**src/rtl/prog_loader.sv**
```systemverilog
// prog_loader: receives a framed program image over a byte stream, writes it
// word by word into instruction memory and releases the CPU once the checksum verifies.
module prog_loader #(
  parameter int unsigned TIMEOUT = 65535,
  parameter logic [7:0]  SYNC    = 8'hA5
) (
  input  logic        clk,
  input  logic        nRst,
  input  logic [7:0]  rxData,
  input  logic        rxValid,
  output logic        imemWrEn,
  output logic [11:0] imemAddress,
  output logic [31:0] imemData,
  output logic        cpuRstN,
  output logic [7:0]  loadStatus,
  output logic [1:0]  errCode
);

  // The counter only ever needs to hold TIMEOUT-1 idle cycles.
  localparam int unsigned TW = (TIMEOUT < 2) ? 1 : $clog2(TIMEOUT);

  typedef enum logic [2:0] {
    S_IDLE, S_LEN_LO, S_LEN_HI, S_DATA, S_CHECK, S_DONE, S_ERROR
  } state_t;

  state_t        state_r;
  state_t        state_nx_s;
  logic [15:0]   len_r;
  logic [23:0]   shift_r;
  logic [1:0]    byte_idx_r;
  logic [11:0]   word_addr_r;
  logic [7:0]    csum_r;
  logic [TW-1:0] tmo_cnt_r;

  logic [15:0]   len_s;
  logic          active_s;
  logic          timeout_s;
  logic          last_word_s;
  logic          wr_nx_s;
  logic [31:0]   data_nx_s;
  logic [7:0]    status_nx_s;
  logic [1:0]    err_nx_s;

  assign len_s       = {rxData, len_r[7:0]};
  assign active_s    = (state_r == S_LEN_LO) || (state_r == S_LEN_HI) ||
                       (state_r == S_DATA)   || (state_r == S_CHECK);
  assign timeout_s   = active_s && !rxValid && (tmo_cnt_r == TW'(TIMEOUT - 1));
  assign last_word_s = ({4'd0, word_addr_r} == (len_r - 16'd1));

  // State register
  always_ff @(posedge clk) begin
    if (nRst) begin
      state_r <= S_IDLE;
    end else begin
      state_r <= state_nx_s;
    end
  end

  // Next-state logic; timeout wins because it can only fire without a byte
  always_comb begin
    state_nx_s = state_r;
    if (timeout_s) begin
      state_nx_s = S_ERROR;
    end else if (rxValid) begin
      case (state_r)
        S_IDLE: begin
          if (rxData == SYNC) state_nx_s = S_LEN_LO;
          else                state_nx_s = S_IDLE;
        end
        S_LEN_LO: state_nx_s = S_LEN_HI;
        S_LEN_HI: begin
          if (len_s > 16'd4096)     state_nx_s = S_ERROR;
          else if (len_s == 16'd0)  state_nx_s = S_CHECK;
          else                      state_nx_s = S_DATA;
        end
        S_DATA: begin
          if ((byte_idx_r == 2'd3) && last_word_s) state_nx_s = S_CHECK;
          else                                     state_nx_s = S_DATA;
        end
        S_CHECK: begin
          if (rxData == csum_r) state_nx_s = S_DONE;
          else                  state_nx_s = S_ERROR;
        end
        default: state_nx_s = state_r;
      endcase
    end else begin
      state_nx_s = state_r;
    end
  end

  // Output decode: next values of the registered outputs
  always_comb begin
    wr_nx_s   = (state_r == S_DATA) && rxValid && (byte_idx_r == 2'd3);
    data_nx_s = {rxData, shift_r};
    case (state_nx_s)
      S_IDLE:   status_nx_s = 8'h00;
      S_LEN_LO: status_nx_s = 8'h01;
      S_LEN_HI: status_nx_s = 8'h02;
      S_DATA:   status_nx_s = 8'h03;
      S_CHECK:  status_nx_s = 8'h04;
      S_DONE:   status_nx_s = 8'h05;
      S_ERROR:  status_nx_s = 8'h80;
      default:  status_nx_s = 8'h80;
    endcase
    if ((state_r != S_ERROR) && (state_nx_s == S_ERROR)) begin
      if (timeout_s)                 err_nx_s = 2'b11;
      else if (state_r == S_LEN_HI)  err_nx_s = 2'b10;
      else                           err_nx_s = 2'b01;
    end else begin
      err_nx_s = errCode;
    end
  end

  // Frame datapath: length, word assembly, checksum, idle-cycle counter
  always_ff @(posedge clk) begin
    if (nRst) begin
      len_r       <= 16'd0;
      shift_r     <= 24'd0;
      byte_idx_r  <= 2'd0;
      word_addr_r <= 12'd0;
      csum_r      <= 8'd0;
      tmo_cnt_r   <= '0;
    end else begin
      if (rxValid || (state_nx_s != state_r)) tmo_cnt_r <= '0;
      else if (active_s)                      tmo_cnt_r <= tmo_cnt_r + 1'b1;
      else                                    tmo_cnt_r <= tmo_cnt_r;
      if (rxValid) begin
        case (state_r)
          S_IDLE: begin
            if (rxData == SYNC) begin
              len_r       <= 16'd0;
              byte_idx_r  <= 2'd0;
              word_addr_r <= 12'd0;
              csum_r      <= 8'd0;
            end
          end
          S_LEN_LO: len_r[7:0]  <= rxData;
          S_LEN_HI: len_r[15:8] <= rxData;
          S_DATA: begin
            // Little-endian: earliest byte ends up in the lowest lane
            shift_r    <= {rxData, shift_r[23:8]};
            byte_idx_r <= byte_idx_r + 2'd1;
            csum_r     <= csum_r ^ rxData;
            if (byte_idx_r == 2'd3) word_addr_r <= word_addr_r + 12'd1;
          end
          default: ;
        endcase
      end
    end
  end

  // Registered outputs; CPU release lags DONE entry by one cycle
  always_ff @(posedge clk) begin
    if (nRst) begin
      imemWrEn    <= 1'b0;
      imemAddress <= 12'd0;
      imemData    <= 32'd0;
      cpuRstN     <= 1'b0;
      loadStatus  <= 8'h00;
      errCode     <= 2'b00;
    end else begin
      imemWrEn <= wr_nx_s;
      if (wr_nx_s) begin
        imemAddress <= word_addr_r;
        imemData    <= data_nx_s;
      end
      cpuRstN    <= (state_r == S_DONE);
      loadStatus <= status_nx_s;
      errCode    <= err_nx_s;
    end
  end

endmodule

```
**config.mk**
```make
export PLATFORM = sky130hd
export DESIGN_NAME = prog_loader
export DESIGN_NICKNAME = d
export VERILOG_FILES = /design/src/rtl/prog_loader.sv
export SDC_FILE = /design/constraint.sdc
export NUM_CORES = 1
export LEC_CHECK = 0
export BUFFER_PORTS_ARGS = -buffer_cell sky130_fd_sc_hd__clkbuf_2
export CORE_MARGIN = 1.5
export CORE_UTILIZATION = 40
export CTS_BUF_LIST = sky130_fd_sc_hd__clkbuf_4
export CTS_CLUSTER_DIAMETER = 100
export DETAILED_ROUTE_END_ITERATION = 10
export PLACE_DENSITY = 0.7
export SYNTH_ARGS = -nofsm -noshare
export SYNTH_HDL_FRONTEND = slang
export SYNTH_SLANG_ARGS = --single-unit
```
**constraint.sdc**
```tcl
create_clock -name clk -period 4.37 [get_ports clk]
set_clock_uncertainty 0.15 [all_clocks]
set_input_delay 0.2185 -clock clk [delete_from_list [all_inputs] [get_ports clk]]
set_output_delay 0.2185 -clock clk [all_outputs]
set_load 0.02 [all_outputs]
```
==> results.cfg, run 1 <==
[die]
die-width_um = 124
die_height_um = 124
io_pins = 67
die-area_um2 = 15300
coreArea_um2 = 14000
start_util = 0.416
fp-row-count = 43

[timing]
timing.final.crit_share = 0.770
maxSlewHeadroom = 0.320
finalSetupTns_ns = 0
tightest_slew_ns = 1.01
final.min_clock_period_ns = 3.36
max_freq_mhz = 297
setup_viol = 0
finalHoldViolations = 0
rsz0062_at_grt = false
drv_slew = 0

[synth]
muxShareOfSynthArea = 0.00729
yosysSeqAreaShare = 0.456
synth_top_cell_by_area = dfxtp_1
synth-async-reset-ratio = 0
ys_warn_count = 0
synth_top_family_by_area = simple AND/OR/NAND/NOR gates
post-synth-top-area-fraction = 0.456
synthFlopType = dfxtp_1
synthAdderAreaFrac = 0.0107
syn_area_per_cell_um2 = 7.96
synth_simple_gate_area_frac = 0.272
synth_compound_area_frac = 0.137
synth_enable_flop_cells = 0
yosys-top-cells-area = dfxtp_1 46%, nand2_1 10%, a21oi_1 7.8%
synth_most_common_cell = nand2_1
yosys-top-cells-count = 162 x nand2_1, 133 x dfxtp_1, 91 x a21oi_1, 72 x nor2_1, 48 x clkbuf_1
yosys.area_share.xor_xnor = 0.0705
synth_seq_cells = 133
synthesis.area_um2 = 5840
netlist_instances = 733
synth.distinct_cells = 61

[routing]
dr.pass1.iters = 5
vias_per_cell = 5.17
drc = 0
route.vias.total = 5019
wire_per_inst_um = 13.8
routed_wl_um = 13400
ant_nets = 0
drt-initial-drc-count = 461

[critical_path]
arrival_ns = 3.65
cp-end-kind = flop
critPathBufInv = 1
r2r_start = len_r[0]
cp.depth = 10
cpLargestDelayFamily = simple AND/OR/NAND/NOR gates
r2r-end = errCode[0]
crit_path_max_incr_delay_ns = 0.52
rr_worst_depth = 10
slowest_stage = or3b_2
reg2reg_setup_slack_ns = 1.01
cp_cell_sequence = inv_1, ha_1, or3b_2, nor2_1, xnor2_1, or4_1, a2111o_1, a22oi_2, nand4bb_1, a221oi_1
required_ns = 4.66
setup.worst_path.class = reg -> reg
worstSetupStartpointType = flop
cp_max_fo = 5

[clock_tree]
cts_inserted_buffers = 17
clk_pin_slew_ns = 0.13
cts_buffer_depth = 2
htreeDepth = 4
clk_latency_ns = 0.53
clock_sinks = 133
cts_resized = 0
clockRootBuffer = clkbuf_4
cts_tree = yes
postCtsSetupRepairBufs = 0
hold_buffers = 12

[final_layout]
syn_to_final_growth_pct = 13.7
diodes = 0
fin_nets = 794
layout-drive-gt1-share = 0.145

[placement]
io_buffers = 62
globalplace.congestion = 0.849
dp_hpwl_um = 8990

[global_routing]
antenna_found_initial = 0
grt_pass1_vias = 4450
grt_use_total = 0.181
grt_pass1_wl_um = 22000
grt_overflow = 0
grt_max_degree = 62

[pwr]
combPwrFrac = 0.027
p_leak_nw = 2.41
switching_share = 0.248
switching_power_mw = 0.542
power_density_nw_per_um2 = 329
finalPower_mw = 2.18
clkPwrFrac = 0.417
seqPwrFrac = 0.555
ir_worst_vdd_mv = 0.238
power.internal_mw = 1.64

[run_status]
status = finished clean

[worst_hold_path]
min_path_cells = 2
hold_start = shift_r[3]
hold_path_end = imemData[3]
hold_path.class = reg -> reg

[run]
max_cap_viol_count = 0
kinds of logic (layout without fill, tap and decap cells):
logic type               count (synthesis)  in the layout
adder cells (fa/ha/maj)                  5              5
AO/OA/AOI/OAI                          139            139
other                                    1              4
flip-flops                             133            133
multiplexers                             4              4
AND/OR/NAND/NOR                        340            340
buffers and inverters                   64            119
XOR/XNOR                                47             47
placed cells by master, fill, tap and decap left out, types with 4 or more instances in the layout:
master | Yosys | final
nand2_1 | 162 | 162
dfxtp_1 | 133 | 133
a21oi_1 | 91 | 91
nor2_1 | 72 | 71
clkbuf_2 | 2 | 61
xnor2_1 | 26 | 26
nand3_1 | 21 | 21
xor2_1 | 21 | 21
clkbuf_4 | 0 | 17
o21ai_0 | 13 | 13
nand4_1 | 12 | 12
dlygate4sd3_1 | 0 | 12
a22oi_1 | 9 | 9
nor3_1 | 9 | 9
inv_1 | 7 | 7
nand2b_1 | 7 | 7
nor2b_1 | 7 | 7
buf_4 | 4 | 7
and3_1 | 6 | 6
nand4b_1 | 5 | 5
nor3b_1 | 5 | 5
ha_1 | 5 | 5
inv_6 | 0 | 5
and4_1 | 4 | 4
nor4_1 | 4 | 4
or3_1 | 4 | 4
conb_1 | 1 | 4
clkinv_4 | 0 | 4
layer usage:
metal / track usage / up-vias / share of wire
met2: 0.263 / 103 / 0.44
li1: - / 2562 / -
met5: 0 / - / 0
met3: 0.0458 / 15 / 0.048
met1: 0.263 / 2339 / 0.50
met4: 0.0539 / 0 / 0.0098
power by group through the flow:
| stage | clock, mW | sequential [mW] | combinational (mW) |
|---|---|---|---|
| 2_1_floorplan | 0 | 1.24 | 0.0413 |
| 3_3_place_gp | 0 | 1.24 | 0.0524 |
| 3_5_place_dp | 0 | 1.24 | 0.0518 |
| 4_1_cts | 0.928 | 1.21 | 0.0586 |
| 5_1_grt | 0.987 | 1.21 | 0.0647 |
| 6_report | 0.911 | 1.21 | 0.0595 |
tightest hold or removal path, stage by stage (launching register included):
cell and delay (ns):
dfxtp_1 0.33, nand2_1 0.05, a21oi_1 0.05
stage by stage:
stage          instances  utilization  hold WS (ns)  setup WS, ns  area [µm²]
2_1_floorplan        736            -         0.282          1.35        5850
3_3_place_gp         927        0.441         0.289          1.17        6190
3_5_place_dp         927        0.441         0.295          1.09        6190
4_1_cts              971        0.473         0.299          1.04        6640
5_1_grt              971        0.473         0.318         0.803        6640
6_report             971        0.473         0.296          1.01        6640
registers in the layout, summed over array words and instances, names as in the netlist, 3 cells and up:
register	cells
imemData	32
len_r	16
tmo_cnt_r	16
word_addr_r	12
state_r	3
shift_r	24
csum_r	8
loadStatus	4
imemAddress	12
worst max path at each step:
| stage | startpoint | endpoint | slack (ns) |
|---|---|---|---|
| after floorplan | len_r[0] | errCode[0] | 1.35 |
| after global placement | len_r[0] | errCode[0] | 1.17 |
| after detailed placement | len_r[0] | errCode[0] | 1.09 |
| after CTS | len_r[0] | errCode[0] | 1.04 |
| after global routing | len_r[0] | errCode[0] | 0.80 |
| final | len_r[0] | errCode[0] | 1.01 |
area by class of cell:
class                      count  area [µm²]
clock buffer                  17         128
clock inverter                15         195
fill                        1384        7410
inverter                       7        26.3
multi-input combinational    539        2920
sequential                   133        2660
tap                          180         225
timing repair buffer          80         478
Note: power is estimated with default switching activity, not from simulation.
==> run 2: changes to the inputs <==
Settings changed: PLACE_DENSITY 0.7 to 0.72.
Clock period 4.37 ns to 2.8 ns, I/O delays scaled along.
==> run 2 against run 1 <==
Compared with the run above: the run now ends with negative setup slack left; final cell count is 3.8% higher; critical endpoint unchanged; combinational power rose by 58%; worst setup slack lost 1.2 ns; utilization is 1.9 points higher; register-to-register slack got worse by 1.2 ns; total power increased by 42%; fmax increased by 12%; count of clock-buffer cells in the layout is 1 higher; sequential share of layout area decreased by 1.5 points.
==> results.cfg, run 2 (synthesis results as in run 1) <==
[clock_tree]
cts_tree = yes
clk_pin_slew_ns = 0.12
cts_buffer_depth = 2
clockRootBuffer = clkbuf_4
clk_latency_ns = 0.54
clock_sinks = 133
cts_inserted_buffers = 17
htreeDepth = 4

[critical_path]
cp_cell_sequence = or4_4, nor3_4, xnor2_1, or4_1, a2111o_1, a22oi_2, nand4bb_1, a221oi_1
setup.worst_path.class = reg -> reg
cp-end-kind = flop
cp_max_fo = 5
arrival_ns = 3.29
r2r_start = len_r[1]
slowest_stage = or4_4
startpoint = len_r[1]
worstSetupStartpointType = flop
required_ns = 3.09
crit_path_max_incr_delay_ns = 0.60

[routing]
routed_wl_um = 13400
drc = 0
wire_per_inst_um = 13.3
ant_nets = 0
route.vias.total = 5104
dr.pass1.iters = 4
drt-initial-drc-count = 419
vias_per_cell = 5.06

[final_layout]
final_cell_area_um2 = 6900
fin_nets = 831
final_common_cell = nand2_1
fin_cells = 1008
diodes = 0
final_cell_mix = 162 x nand2_1, 131 x dfxtp_1, 91 x a21oi_1
syn_to_final_growth_pct = 18.3
reg_top3 = imemData: 32 flops, shift_r: 24 flops
layout-drive-gt1-share = 0.197
largest_reg_flops = 32
top_register = imemData

[timing]
setup_viol = 6
rsz0062_at_grt = true
tightest_slew_ns = 0.639
max_freq_mhz = 334
finalSetupTns_ns = -0.593
timing.final.crit_share = 1.07
maxSlewHeadroom = 0.571
final.min_clock_period_ns = 3.00
setup_slack_ns = -0.197
drv_slew = 0
finalHoldViolations = 0

[die]
die-area_um2 = 15300
io_pins = 67
die_height_um = 124
start_util = 0.416
coreArea_um2 = 14000
die-width_um = 124
fp-row-count = 43

[pwr]
clkPwrFrac = 0.360
seqPwrFrac = 0.610
switching_power_mw = 0.817
combPwrFrac = 0.030
power.internal_mw = 2.28
p_leak_nw = 2.59
power_density_nw_per_um2 = 449
ir_worst_vdd_mv = 0.453
switching_share = 0.263

[global_routing]
grt_overflow = 0
grt_pass1_vias = 4520
grt_use_total = 0.183
grt_pass1_wl_um = 21900
grt_max_degree = 64
antenna_found_initial = 0

[worst_hold_path]
hold_start = shift_r[0]
hold_path.class = reg -> reg

[placement]
globalplace.congestion = 0.839
dp_slack_ns = -0.165
place_area_um2 = 6470
io_buffers = 62
dp_hpwl_um = 9330
post-place-cells = 961

[run_status]
violations = negative setup slack
status = finished, violations left

[run]
max_cap_viol_count = 0
run 2: stage by stage:
stage	total power [mW]	utilization	hold slack [ns]
after floorplan	2.00	-	0.259
after global placement	2.02	0.461	0.292
final	3.10	0.492	0.310
after CTS	3.13	0.488	0.313
after detailed placement	2.02	0.461	0.295
after global routing	3.24	0.492	0.313
run 2: timing repair:
action                                  CTS  global route
endpoints found under the setup margin    5             8
endpoints found under the hold margin    57             0
gates resized for setup                   2             7
pin swaps                                 2             0
buffers inserted                          1             2
hold buffers                             13             0
run 2: power groups by stage:
stage                     Sequential (mW)  Clock (mW)  Combinational [mW]
after floorplan                      1.93           0              0.0645
after global placement               1.93           0              0.0813
after detailed placement             1.93           0              0.0809
after CTS                            1.89        1.15              0.0920
after global routing                 1.89        1.25               0.102
final                                1.89        1.12              0.0940
run 2: routing by layer:
layer,global-route usage,part of all wire,vias up
li1,-,-,2638
met1,0.261,0.49,2331
met2,0.271,0.44,124
met3,0.0430,0.064,11
met4,0.0582,0.010,0
met5,0,0,-
run 2: layout make-up:
| class | count | area [µm²] |
|---|---|---|
| fillers | 1371 | 7140 |
| multi-input cells | 539 | 2980 |
| flip-flops and latches | 133 | 2670 |
| repair buffers | 117 | 766 |
| well taps | 180 | 225 |
| clock buffers | 18 | 135 |
| clock inverters | 14 | 106 |
| inverters | 7 | 26.3 |
run 2: path summary, 6_finish.rpt:
kind                      end  slack [ns]  cells after the start
setup / recovery   errCode[0]       -0.20                      8
hold / removal    imemData[0]        0.31                      2
setup reg to reg   errCode[0]       -0.20                      8
hold reg to reg   imemData[0]        0.31                      2
run 2: critical path: cells and delay by family, from the launching register on:
kind | cells | cell delay, ns
flip-flops | 1 | 0.35
XOR/XNOR | 1 | 0.09
AND/OR/NAND/NOR | 4 | 1.36
AO/OA/AOI/OAI | 3 | 0.94
